File: src/rtl/mat_mult_seq.sv
// mat_mult_seq: sequential NxN signed matrix / Hadamard product using a single multiplier
module mat_mult_seq #(
  parameter int N = 2,
  parameter int W = 27
) (
  input  logic                         clk,
  input  logic                         rst,
  input  logic                         en,
  input  logic                         start,
  input  logic                         mat_mode,
  input  logic [N-1:0][N-1:0][W-1:0]   dataa,
  input  logic [N-1:0][N-1:0][W-1:0]   datab,
  output logic                         busy,
  output logic                         done,
  output logic [N-1:0][N-1:0][W-1:0]   result
);
  localparam int CW = $clog2(N);
  localparam int AW = 2 * W + CW;
  typedef enum logic [1:0] {IDLE, CALC, DONE} state_t;
  state_t                       r_state, w_next;
  logic [N-1:0][N-1:0][W-1:0]   r_a, r_b;
  logic                         r_mode;
  logic [CW-1:0]                r_i, r_j, r_k;
  logic signed [AW-1:0]         r_acc;
  logic signed [W-1:0]          w_ma, w_mb;
  logic signed [2*W-1:0]        w_prod;
  logic signed [AW-1:0]         w_sum;
  logic                         w_last_k, w_last_j, w_last;
  assign w_ma     = r_mode ? r_a[r_i][r_j] : r_a[r_i][r_k];
  assign w_mb     = r_mode ? r_b[r_i][r_j] : r_b[r_k][r_j];
  assign w_prod   = w_ma * w_mb;
  assign w_sum    = r_acc + {{CW{w_prod[2*W-1]}}, w_prod};
  assign w_last_k = r_mode | (r_k == CW'(N - 1));
  assign w_last_j = w_last_k & (r_j == CW'(N - 1));
  assign w_last   = w_last_j & (r_i == CW'(N - 1));
  assign busy     = r_state != IDLE;
  assign done     = r_state == DONE;
  // next state: advance only on enabled edges, DONE lasts one enabled cycle
  always_comb begin
    w_next = r_state;
    if (en)
      case (r_state)
        IDLE:    w_next = start ? CALC : IDLE;
        CALC:    w_next = w_last ? DONE : CALC;
        default: w_next = IDLE;
      endcase
  end
  // state register
  always_ff @(posedge clk) begin
    if (rst) r_state <= IDLE;
    else     r_state <= w_next;
  end
  // operand latch, i/j/k loop counters, one multiply-accumulate per enabled CALC edge
  always_ff @(posedge clk) begin
    if (rst) begin
      r_a    <= '0;
      r_b    <= '0;
      r_mode <= 1'b0;
      r_i    <= '0;
      r_j    <= '0;
      r_k    <= '0;
      r_acc  <= '0;
      result <= '0;
    end else if (en) begin
      if (r_state == IDLE && start) begin
        r_a    <= dataa;
        r_b    <= datab;
        r_mode <= mat_mode;
        r_i    <= '0;
        r_j    <= '0;
        r_k    <= '0;
        r_acc  <= '0;
      end else if (r_state == CALC) begin
        if (w_last_k) begin
          result[r_i][r_j] <= w_sum[W-1:0];
          r_acc <= '0;
          r_k   <= '0;
          r_j   <= w_last_j ? '0 : r_j + CW'(1);
          if (w_last_j) r_i <= w_last ? '0 : r_i + CW'(1);
        end else begin
          r_k   <= r_k + CW'(1);
          r_acc <= w_sum;
        end
      end
    end
  end
endmodule

File: config.mk
export PLATFORM = sky130hd
export DESIGN_NAME = mat_mult_seq
export DESIGN_NICKNAME = d
export VERILOG_FILES = /design/src/rtl/mat_mult_seq.sv
export SDC_FILE = /design/constraint.sdc
export NUM_CORES = 2
export LEC_CHECK = 0
export CAP_MARGIN = 40
export CORE_MARGIN = 3
export CORE_UTILIZATION = 41
export DETAILED_ROUTE_END_ITERATION = 8
export PLACE_DENSITY = 0.67
export SYNTH_ARGS = -nofsm -noshare
export SYNTH_HDL_FRONTEND = slang
export SYNTH_SLANG_ARGS = --single-unit
File: constraint.sdc
create_clock -name clk -period 26.6 [get_ports clk]
set_input_delay 6.65 -clock clk [delete_from_list [all_inputs] [get_ports clk]]
set_output_delay 6.65 -clock clk [all_outputs]
set_load 0.005 [all_outputs]
==> Word-level counts from Yosys, hierarchy flattened <==
Cells that the tools add are included.
{ "op_classes": {"addsub": 4, "multipliers": 1, "div": 0, "order_cmp": 5, "eq_ne": 2, "shifts": 0, "mux": 39, "n_bitwise": 4, "reduce_logical": 13} }
{ "op_table": {"columns": ["cell", "n"], "rows": [
  ["$mux W54", 7],
  ["$mux W27", 11],
  ["$mux W55", 3],
  ["$bwmux W108", 1],
  ["$add A55 B55 Y55", 1],
  ["$demux W54 S1", 1],
  ["$mul A27 B27 Y54", 1],
  ["$demux W27 S1", 1],
  ["$mux W1", 13],
  ["$reduce_and A4 Y1", 2],
  ["$reduce_bool A2 Y1", 4],
  ["$lt A1 B2 Y1 const B", 3],
  ["$pmux W2 S2", 1],
  ["$reduce_and A2 Y1", 2],
  ["$add A1 B1 Y1 const B", 3],
  ["$logic_and A1 B1 Y1", 3],
  ["$reduce_and A3 Y1", 1],
  ["$and A1 B1 Y1", 2],
  ["$eq A2 B1 Y1 const B", 1],
  ["$eq A2 B2 Y1 const B", 1],
  ["$ge A1 B1 Y1 const B", 2],
  ["$logic_not A2 Y1", 1],
  ["$mux W2", 1],
  ["$not A1 Y1", 1],
  ["$or A1 B1 Y1", 1]
]} }
{ "word_totals": {"regBits": 385, "latchBits": 0, "ramBits": 0, "romBits": 0, "output_inout_bits": 110, "n_memories": 0} }

==> Logic depth before layout (Yosys ltp) <==
{ "depth": {"ltp_word": 10, "mapped_depth": 42, "ltp_nobuf": 36} }

==> Worst setup path after synthesis <==
Ideal clock, no wire load.
{ "synth_timing": {"path_kind": "reg-to-reg", "startpoint": "register r_i", "endpoint": "register r_acc[25]", "setup_ns": 0.128, "arrival_time_ns": 9.034, "path_slack_ns": 17.438, "stages_incl_launch_ff": 37, "n_path_buf": 8, "path_cell_list": "dfxtp_1 > buf_4 > buf_4 > buf_2 > buf_4 > buf_2 > buf_2 > buf_1 > buf_1 > nand3_1 > o21ai_1 > nor2_1 > fa_1 > fa_1 > inv_1 > fa_1 > fa_1 > fa_1 > inv_1 > fa_1 > inv_1 > fa_1 > inv_1 > ha_1 > a21oi_1 > inv_1 > o2bb2ai_1 > a211o_1 > a21oi_1 > o21ai_0 > xor2_1 > ha_1 > or4_1 > o32ai_1 > xnor2_1 > a22oi_1 > nor2_1"} }
{ "synth_between": {"elab_chain_cells": 10} }
{ "synth_rtl": {"columns": ["item", "line_no", "text"], "rows": [
  ["start: declaration", "23", "logic [CW-1:0] r_i, r_j, r_k;"],
  ["start signal: assignment", "79", "if (w_last_j) r_i <= w_last ? '0 : r_i + CW'(1);"],
  ["$mux W54, on equally long branches (2 in a row)", "29, 30", null],
  ["$mux W27, on equally long branches (3 in a row)", "29, 30", null],
  ["$mul A27 B27 Y54 *", "31", "assign w_prod = w_ma * w_mb;"],
  ["$add A55 B55 Y55 *", "32", "assign w_sum = r_acc + {{CW{w_prod[2*W-1]}}, w_prod};"],
  ["$mux W55 *", "74", "if (w_last_k) begin"],
  ["$mux W55 *", "73", "end else if (r_state == CALC) begin"],
  ["$mux W55 *", "65", "if (r_state == IDLE && start) begin"],
  ["end signal: assignment", "82", "r_acc <= w_sum;"],
  ["end: declaration", "24", "logic signed [AW-1:0] r_acc;"]
]} }
Mark *: on every way between the ends. The rest lies on a longest branch, timed or not. The select of a mux whose other input is x is not followed.
A chain may end at the register's enable or synchronous reset.

==> Worst setup path in the final report <==
{ "layout_timing": {"startpoint": "register r_mode", "endpoint": "register result[104] (netlist bit)"} }
{ "layout_between": {"elab_chain_cells": 4} }
{ "layout_rtl": {"columns": ["item", "line_no", "text"], "rows": [
  ["start: declaration", "22", "logic r_mode;"],
  ["start signal: assignment", "68", "r_mode <= mat_mode;"],
  ["$mux W27, on equally long branches", "29, 30", null],
  ["$mul A27 B27 Y54", "31", null],
  ["$add A55 B55 Y55", "32", null],
  ["$bwmux W108", "75", "result[r_i][r_j] <= w_sum[W-1:0];"],
  ["end signal: indexed assignment", "75", null],
  ["end: declaration", "15", "output logic [N-1:0][N-1:0][W-1:0] result"]
]} }
Parallel ways exist; a longest one is shown, timed or not.

==> flow_metrics.env <==
export IMPL_dieArea_sq_mm=0.0705
export IMPL_worstMarginPinSlew_ps=929
export IMPL_p_seq_share_pct=39.9
export IMPL_total_leakage_power_nw=13.6
export IMPL_drt_pass1_iterations=7
export IMPL_final_cell_mix="nand2_1, inv_1, nor2_1, a21oi_1, dfxtp_1"
export IMPL_ant_nets=0
export IMPL_syn_area_sq_mm=0.0276
export IMPL_crit_slowest_cell="dfxtp_1"
export IMPL_grt_max_degree=108
export IMPL_fin_crit_sh_pct=39.0
export IMPL_yosysWarningCount=0
export IMPL_post_cts_resize_count=0
export IMPL_final_common_cell="nand2_1"
export IMPL_synth_compound_area_share_pct=11.9
export IMPL_path_buf_inv=4
export IMPL_area_delta_synth_final_pct=20.4
export IMPL_worstSkewPairLatency_ps=560
export IMPL_synth_edff_count=0
export IMPL_synth_xor_area_share_pct=2.94
export IMPL_power_net_switching_mw=0.407
export IMPL_synthAdderAreaFrac_pct=26.9
export IMPL_routedWlPerCell_um=19.4
export IMPL_hold_buffers=0
export IMPL_postSynth_asyncResetShare_pct=0
export IMPL_fin_nets=4253
export IMPL_worstPathMaxFanout=26
export IMPL_cts_htree_levels=2
export IMPL_status="complete, no violations"
export IMPL_cts_sinks=357
export IMPL_core_area_sq_mm=0.0662
export IMPL_clkTransAtPathRegs_ps=70
export IMPL_io_buffers=330
export IMPL_maxSlewViolCount=0
export IMPL_ys_ff_latch=357
export IMPL_drv_cap=0
export IMPL_hold_class="reg -> reg"
export IMPL_numCtsBuffers=39
export IMPL_clk_path_buf_depth=3
export IMPL_finalHoldViolations=0
export IMPL_cp_end_kind="flip-flop"
export IMPL_cp_data_arrival_time_ps=10830
export IMPL_p_clk_share_pct=41.1
export IMPL_swShare_pct=28.7
export IMPL_cts_root_buf="clkbuf_16"
export IMPL_rows=94
export IMPL_ir_drop_mv=0.0393
export IMPL_synthFlopType="dfxtp_1"
export IMPL_post_route_drc_count=0
export IMPL_fin_area_sq_mm=0.0332
export IMPL_grt_pass1_vias=23400
export IMPL_synth_simple_area_share_pct=18.1
export IMPL_ios=331
export IMPL_synthMuxAreaShare_pct=6.61
export IMPL_rrSetupSlack_ps=16240
export IMPL_max_slew_margin_rel_pct=37.4
export IMPL_layout_min_cycle_time_ps=10360
export IMPL_via_per_inst=5.31
export IMPL_fp_dieH_um=266
export IMPL_dieWidth_um=266
export IMPL_finalSetupTns_ps=0
export IMPL_setup_viol=0
export IMPL_cp_top_family="adder cells"
export IMPL_p_int_mw=1.01
export IMPL_wl_mm=87.7
export IMPL_post_cts_buffers=0
export IMPL_max_freq_mhz=96.5
export IMPL_synth_area_per_cell_sq_um=8.23
export IMPL_critical_path_most_common_cell="fa_1"
export IMPL_drive_gt1_share_pct=5.78
export IMPL_synth_top_family_by_area="adder cells"
export IMPL_start_util_pct=41.7
export IMPL_start_kind="flip-flop"
export IMPL_rsz0062_at_grt="false"
export IMPL_slowest_delay_ps=720
export IMPL_cts_tree="done"
export IMPL_worstPathRequired_ps=27070
export IMPL_yosysUniqueCellTypes=69
export IMPL_post_dp_cell_area_sq_mm=0.0318
export IMPL_place_gp_congestion=0.895
export IMPL_fin_skew_ps=20.6
export IMPL_syn_inst=3356
export IMPL_seq_area_frac_synth_pct=25.9
export IMPL_grt_pass1_wl_mm=135
export IMPL_worstSetupPathType="reg -> reg"
export IMPL_combPwrFrac_pct=19.0
export IMPL_power_density_mw_per_mm2=42.7
export IMPL_hpwlAfterDp_mm=67.7
export IMPL_vias=24000
export IMPL_overflow=0
export IMPL_antenna_found_initial=18
export IMPL_grtUsageTotal_pct=24.7
export IMPL_syn_nets=4003
export IMPL_drtIter0Drc=1685
[flip-flops by register name (all words and copies together), names as in the netlist]
register  count
r_a         108
r_b         108
result      108
r_acc        27
r_state       2
r_i           1
r_j           1
r_k           1
r_mode        1
[routing by layer]
layer  track usage, %  wire length, um
met2             38.6            40200
met4             8.91             2680
met1             33.0            36800
met3             6.46             8010
met5                0               30
[per-stage QoR]
step	utilization, %	power (mW)	setup slack, ps	hold WS [ps]	instances
after floorplan	-	0.732	17440	432	3356
after global placement	47.8	0.839	16420	438	4418
after detailed placement	48.1	0.846	16340	443	4429
after CTS	50.1	1.43	16340	451	4497
after global routing	50.2	1.48	15460	471	4511
final	50.2	1.42	16240	451	4512
[kinds of logic after synthesis]
| family | count (synthesis) |
|---|---|
| multiplexers | 134 |
| AO/OA/AOI/OAI | 580 |
| buffers and inverters | 543 |
| flip-flops | 357 |
| AND/OR/NAND/NOR | 1241 |
| XOR/XNOR | 75 |
| adder cells (fa/ha/maj) | 426 |
[path summary, 6_finish.rpt]
kind | start | to | depth (start not counted)
min | result[44] | result[44] | 2
max | r_mode | result[104] | 31
max reg2reg | r_mode | result[104] | 31
min reg2reg | result[44] | result[44] | 2
[cell usage after synthesis (22+ instances only)]
cell type  instances  area share (%)
inv_1            359             4.9
and2_1            22            0.50
xnor2_1           46             1.5
fa_1             280              20
dfxtp_1          357              26
a21oi_1          356             6.5
a211oi_1          22            0.60
mux4_2            32             2.6
nand2_1          731             9.9
nor2_1           356             4.8
mux2i_1           78             2.8
clkbuf_1         154             2.1
ha_1             146             6.6
o22ai_1           28            0.63
nand3_1           31            0.56
o21ai_0           73             1.3
nand2b_1          33            0.75
[final cells by class]
cell class / count / area [sq um]
inverter: 360 / 1350
clock inverter: 19 / 294
multi-input combinational: 2456 / 18400
antenna: 15 / 37.5
fill: 6260 / 33000
clock buffer: 49 / 1060
timing repair buffer: 392 / 3870
tap: 864 / 1080
sequential: 357 / 7150
[worst reg2reg max path: cells and delay by family (launching register included)]
| family | cells | cell delay (ps) |
|---|---|---|
| compound gates | 6 | 1700 |
| xor+xnor | 2 | 620 |
| simple gates | 10 | 2970 |
| buf+inv | 4 | 220 |
| flops | 1 | 720 |
| fa+ha+maj | 9 | 4050 |
[power by group through the flow]
stage / combinational, mW / sequential, mW / clock [mW]
2_1_floorplan: 0.160 / 0.572 / 0
3_3_place_gp: 0.262 / 0.577 / 0
3_5_place_dp: 0.268 / 0.578 / 0
4_1_cts: 0.268 / 0.566 / 0.595
5_1_grt: 0.295 / 0.568 / 0.615
6_report: 0.270 / 0.566 / 0.583
Note: power is estimated with default switching activity, not from simulation.
